--- src/rtl/branch_resolver_if.sv ---
// Resolution bus between the EX-stage branch resolver and the branch target buffer.
// The resolver presents each resolved branch; the BTB answers with a flush in the same cycle.
interface branch_resolver_if;
  logic        flush_i;
  logic [31:0] instructionPC_3;
  logic        is_branchInst_3;
  logic        taken_3;
  logic        prev_taken_3;
  logic [31:0] target_3;

  modport master (
    input  flush_i,
    output instructionPC_3,
    output is_branchInst_3,
    output taken_3,
    output prev_taken_3,
    output target_3
  );

  modport slave (
    output flush_i,
    input  instructionPC_3,
    input  is_branchInst_3,
    input  taken_3,
    input  prev_taken_3,
    input  target_3
  );
endinterface

--- src/rtl/branch_resolver.sv ---
// Stage-3 branch resolver: carries IF PC/prediction to EX, resolves branches and jumps,
// feeds the BTB resolution bus, honours its flush and keeps saturating branch/mispredict counters.
module branch_resolver #(
  parameter int unsigned CNT_W = 32
) (
  input  logic              clk,
  input  logic              rst_n,
  input  logic              memory_stall,
  input  logic              valid_1,
  input  logic [31:0]       pc_1,
  input  logic              pred_taken_1,
  input  logic              is_br_3,
  input  logic              is_jal_3,
  input  logic              is_jalr_3,
  input  logic [2:0]        funct3_3,
  input  logic [31:0]       rs1_3,
  input  logic [31:0]       rs2_3,
  input  logic [31:0]       imm_3,
  branch_resolver_if.master res,
  output logic [CNT_W-1:0]  br_cnt,
  output logic [CNT_W-1:0]  mis_cnt
);

  localparam int unsigned XLEN = 32;

  logic            v2, v3, p2, p3;
  logic [XLEN-1:0] pc2, pc3;

  logic            cond;
  logic            is_branch;
  logic            taken;
  logic [XLEN-1:0] jalr_sum;
  logic [XLEN-1:0] target;

  // IF -> ID -> EX pipeline; a flush kills validity but lets PCs and predictions keep shifting
  always_ff @(posedge clk or negedge rst_n) begin
    if (!rst_n) begin
      v2  <= 1'b0;
      pc2 <= '0;
      p2  <= 1'b0;
      v3  <= 1'b0;
      pc3 <= '0;
      p3  <= 1'b0;
    end else if (!memory_stall) begin
      v2  <= valid_1 & ~res.flush_i;
      pc2 <= pc_1;
      p2  <= pred_taken_1;
      v3  <= v2 & ~res.flush_i;
      pc3 <= pc2;
      p3  <= p2;
    end
  end

  // Branch condition decode
  always_comb begin
    cond = 1'b0;
    unique case (funct3_3)
      3'b000:  cond = (rs1_3 == rs2_3);
      3'b001:  cond = (rs1_3 != rs2_3);
      3'b100:  cond = ($signed(rs1_3) <  $signed(rs2_3));
      3'b101:  cond = ($signed(rs1_3) >= $signed(rs2_3));
      3'b110:  cond = (rs1_3 <  rs2_3);
      3'b111:  cond = (rs1_3 >= rs2_3);
      default: cond = 1'b0;
    endcase
  end

  assign is_branch = v3 & (is_br_3 | is_jal_3 | is_jalr_3);
  assign taken     = is_branch & (is_jal_3 | is_jalr_3 | (is_br_3 & cond));
  assign jalr_sum  = rs1_3 + imm_3;

  // JALR takes priority should the decoder ever flag more than one kind
  always_comb begin
    target = pc3 + XLEN'(4);
    if (taken && is_jalr_3) begin
      target = {jalr_sum[XLEN-1:1], 1'b0};
    end else if (taken) begin
      target = pc3 + imm_3;
    end
  end

  assign res.instructionPC_3 = pc3;
  assign res.is_branchInst_3 = is_branch;
  assign res.taken_3         = taken;
  assign res.prev_taken_3    = v3 & p3;
  assign res.target_3        = target;

  // Saturating performance counters, frozen with the pipeline
  always_ff @(posedge clk or negedge rst_n) begin
    if (!rst_n) begin
      br_cnt  <= '0;
      mis_cnt <= '0;
    end else if (!memory_stall) begin
      if (is_branch && (br_cnt != '1)) begin
        br_cnt <= br_cnt + CNT_W'(1);
      end
      if (is_branch && res.flush_i && (mis_cnt != '1)) begin
        mis_cnt <= mis_cnt + CNT_W'(1);
      end
    end
  end

endmodule

--- src/flat_wrapper.sv ---
// flat-port wrapper written by rule: the top's interface ports become plain ports
module branch_resolver_flat 
#(
  parameter int unsigned CNT_W = 32
)
  (clk, rst_n, memory_stall, valid_1, pc_1, pred_taken_1, is_br_3, is_jal_3, is_jalr_3, funct3_3, rs1_3, rs2_3, imm_3, br_cnt, mis_cnt, res_flush_i, res_instructionPC_3, res_is_branchInst_3, res_taken_3, res_prev_taken_3, res_target_3);
  branch_resolver_if res_i ();
  input  logic clk;
  input  logic rst_n;
  input  logic memory_stall;
  input  logic valid_1;
  input  logic [31:0] pc_1;
  input  logic pred_taken_1;
  input  logic is_br_3;
  input  logic is_jal_3;
  input  logic is_jalr_3;
  input  logic [2:0] funct3_3;
  input  logic [31:0] rs1_3;
  input  logic [31:0] rs2_3;
  input  logic [31:0] imm_3;
  output logic [CNT_W-1:0] br_cnt;
  output logic [CNT_W-1:0] mis_cnt;
  input wire logic [$bits(res_i.flush_i)-1:0] res_flush_i;
  output wire logic [$bits(res_i.instructionPC_3)-1:0] res_instructionPC_3;
  output wire logic [$bits(res_i.is_branchInst_3)-1:0] res_is_branchInst_3;
  output wire logic [$bits(res_i.taken_3)-1:0] res_taken_3;
  output wire logic [$bits(res_i.prev_taken_3)-1:0] res_prev_taken_3;
  output wire logic [$bits(res_i.target_3)-1:0] res_target_3;
  assign res_i.flush_i = res_flush_i;
  assign res_instructionPC_3 = res_i.instructionPC_3;
  assign res_is_branchInst_3 = res_i.is_branchInst_3;
  assign res_taken_3 = res_i.taken_3;
  assign res_prev_taken_3 = res_i.prev_taken_3;
  assign res_target_3 = res_i.target_3;
  branch_resolver #(.CNT_W(CNT_W)) u_core (.clk(clk), .rst_n(rst_n), .memory_stall(memory_stall), .valid_1(valid_1), .pc_1(pc_1), .pred_taken_1(pred_taken_1), .is_br_3(is_br_3), .is_jal_3(is_jal_3), .is_jalr_3(is_jalr_3), .funct3_3(funct3_3), .rs1_3(rs1_3), .rs2_3(rs2_3), .imm_3(imm_3), .res(res_i), .br_cnt(br_cnt), .mis_cnt(mis_cnt));
endmodule
--- config.mk ---
export PLATFORM = sky130hd
export DESIGN_NAME = branch_resolver_flat
export DESIGN_NICKNAME = d
export VERILOG_FILES = /design/src/rtl/branch_resolver_if.sv /design/src/rtl/branch_resolver.sv /design/src/flat_wrapper.sv
export SDC_FILE = /design/constraint.sdc
export NUM_CORES = 1
export LEC_CHECK = 0
export CAP_MARGIN = 30
export CORE_MARGIN = 2
export CORE_UTILIZATION = 55
export CTS_BUF_LIST = sky130_fd_sc_hd__clkbuf_8
export DETAILED_ROUTE_END_ITERATION = 8
export PLACE_DENSITY_LB_ADDON = 0.08
export SLEW_MARGIN = 20
export SYNTH_ARGS = -nofsm -noshare
export SYNTH_HDL_FRONTEND = slang
export SYNTH_SLANG_ARGS = --single-unit
--- constraint.sdc ---
create_clock -name clk -period 16.3 [get_ports clk]
set_clock_uncertainty 0.2 [all_clocks]
set_input_delay 4.89 -clock clk [delete_from_list [all_inputs] [get_ports clk]]
set_output_delay 4.89 -clock clk [all_outputs]
set_load 0.05 [all_outputs]
==> summary.txt <==
Drt
  • Pre-antenna DRT Iters: 5
  • WL/cell: 17.8 um
  • Via density: 5.78
  • Post-route ant nets: 0
  • Routed WL: 29600 um
  • Via count: 9632
  • DRT iter0 DRCs: 572
  • Number of remaining DRC errors: 0

Die
  • Die W: 142 um
  • Die height: 142 um
  • Core Area: 18600 um^2
  • IO Count: 271
  • Row Count: 50
  • Initial Utilization: 56.0%
  • Die Area: 20100 um^2

Global route
  • Gr usage total: 28.8%
  • Vias in the first global route: 9160
  • Largest net degree at the start of global routing: 76
  • First-pass GRT wire length: 46200 um
  • Initial antenna violation count: 0
  • Remaining Overflow, GRT: 0

Worst hold path
  • Hold Crit Depth: 1
  • Hold Path End: u_core.br_cnt[19]$_DFFE_PN0P_
  • Hold Startpoint: u_core.br_cnt[19]$_DFFE_PN0P_
  • Hold crit path type: reg2reg

Synth
  • Post-synth EDFFs: 0
  • Synth Flop Type: dfrtp_1
  • Syn nets: 1388
  • Netlist cell types: 81
  • Yosys top cell by area: dfrtp_1
  • Synth top area share: 31.6%
  • Synth Cell Area: 10400 um^2
  • Synth cell count leaders: dfrtp_1 (132), nand2_1 (97), ha_1 (96)
  • Synth area leaders: dfrtp_1 (32%), ha_1 (11%), xnor2_1 (7.2%)
  • Seq/Total Area, Yosys: 31.6%
  • Yosys reg bits: 132
  • YS warnings: 0
  • Synth Instances: 1150
  • Post-Syn Area per Cell: 9.08 um^2
  • Top-count cell post-synth: dfrtp_1
  • Ys async rst share: 100%

Setup path
  • Worst r2r src: u_core.v3$_DFFE_PN0N_
  • WP data arrival: 9.49 ns
  • Reg2reg setup slack: 13.24 ns
  • R2r worst-path depth: 8
  • Setup crit start kind: input port
  • WP data required: 11.21 ns
  • CP Launch Point: rs2_3[14]
  • CP Capture Type: primary output
  • Crit Path Category: in2out
  • Maximum net fanout on the critical path: 47
  • Worst R2R End: u_core.mis_cnt[29]$_DFFE_PN0P_

CTS
  • Clk slew on worst S/H paths: 0.07 ns
  • CTS Hold Bufs: 0
  • CTS tree: done
  • CTS Root Cell: clkbuf_8
  • Clk Latency, worst-skew pair: 0.44 ns
  • CTS Buf Count: 17
  • CTS Buffer Depth: 2
  • CTS resizes: 0
  • Post-CTS Setup Repair Bufs: 0
  • H-tree Lvls: 4
  • Clk sinks: 132

Flow run
  • Max-cap violations: 0

Cells and area
  • Fillers: 1433
  • Syn-to-layout area delta: 32.5%
  • Final instance area: 13800 um^2
  • Diodes inserted: 0
  • Nets: 1658
  • Ratio of cells with drive above 1 in the final layout: 9.28%

Status
  • Status: finished, final reports clean

Placement
  • GPL Wtd Cong: 0.950
  • Dpl cell area: 13400 um^2
  • PortBufs: 270
  • Post-DP HPWL: 23100 um
  • Post-place setup slack: 1.40 ns

Timing
  • RSZ-0062 raised after global routing: false
  • Post-route setup slack: 1.72 ns
  • Fmax: 68.6 MHz
  • Fin Setup TNS: 0 ns
  • Fin. Hold Viols: 0
  • Relative slew slack: 44.2%
  • Final setup viols: 0
  • Fin crit share: 89.5%
  • Worst Hold Slack: 0.290 ns
  • Tightest Pin Transition: 0.838 ns
  • Slew Limit Fails: 0
  • Tmin final: 14.58 ns

Pwr
  • Pwr dens: 88.8 nW/um^2
  • Power Total: 1.23 mW
  • Max VDD drop: 0.0999 mV
  • Leakage power: 6.03 nW
-- metrics by stage --
step | instances | utilization, %
global route | 1667 | 74.2
finish | 1667 | 74.2
CTS | 1665 | 74.0
detailed placement | 1633 | 71.6
floorplan | 1150 | -
global placement | 1633 | 71.6
-- where the power goes --
group	total, mW	switching (mW)	internal, mW	leakage, nW
registers	0.391	0.0377	0.354	1.69
clock network	0.296	0.127	0.170	0.214
logic	0.541	0.320	0.221	4.12
-- critical path, cell delays in order --
cell and delay, ns:
clkdlybuf4s50_1 0.45, inv_1 0.04, ha_1 0.30, nand4_1 0.15, nor4_1 0.61, a21boi_0 0.40
o31a_1 0.28, nor4_1 0.08, nor3_1 0.26, a21o_2 0.39, buf_12 0.27, nor2_1 0.07
a221oi_1 0.38, clkdlybuf4s50_1 0.90
-- logic make-up (layout without fill, tap and decap cells) --
kind of cell | after synthesis | count (layout) | share of synthesized area, %
mux | 73 | 73 | 7.79
flops | 132 | 132 | 31.6
compound gates | 263 | 263 | 17.0
xor+xnor | 129 | 129 | 10.8
fa+ha+maj | 98 | 98 | 11.9
buf+inv | 83 | 366 | 3.13
simple gates | 372 | 372 | 17.8
-- final cells by class --
type,count,area (um^2),area share [%]
Multi-Input combinational cell,935,6820,49.3
Sequential cell,132,3300,23.9
Timing Repair Buffer,275,2770,20.0
Tap cell,234,293,2.12
Clock buffer,18,248,1.79
Inverter,59,221,1.60
Clock inverter,14,185,1.34
-- per-layer routing --
layer	part of all wire, %	vias up	track usage (%)	routed length, um
li1	-	4719	-	-
met1	45	4534	39.8	13200
met2	45	337	45.9	13500
met3	7.9	42	6.31	2330
met4	2.0	0	7.47	590
met5	0	-	0	0
-- layout by cell type, fill, tap and decap left out, types with 6 or more instances in the layout --
cell type / instances
and4_1: 10
xor2_1: 43
o21bai_1: 6
nor2b_1: 10
dfrtp_1: 132
nor2_1: 79
clkbuf_8: 18
o21a_1: 14
a21o_1: 22
and2_1: 8
clkdlybuf4s50_1: 268
or3_1: 14
nand3_1: 53
a21boi_0: 6
mux2_2: 66
nand2_1: 97
inv_1: 59
and3_1: 19
nor4_1: 9
a31oi_1: 9
nor3_1: 18
a211oi_1: 10
mux2i_1: 7
nand4_1: 20
or2_2: 8
o211ai_1: 13
a21oi_1: 77
nand2b_1: 9
o31ai_1: 6
ha_1: 96
o21ai_0: 45
xnor2_1: 86
-- registers in the layout, indices dropped and copies added (netlist names) --
signal	count
u_core.p3	1
u_core.v2	1
u_core.br_cnt	32
u_core.res.instructionPC_3	32
u_core.pc2	32
u_core.mis_cnt	32
u_core.v3	1
u_core.p2	1
-- how the worst max path moves through the flow --
stage                             endpoint  slack (ns)  depth (start not counted)
after global routing      res_target_3[21]        1.55                         14
after CTS                 res_target_3[21]        1.40                         13
final                     res_target_3[21]        1.72                         14
after detailed placement  res_target_3[21]        1.40                         13
after global placement    res_target_3[21]        1.48                         13
after floorplan           res_target_3[23]        3.12                         13
Power figures use the tool's default switching activity.
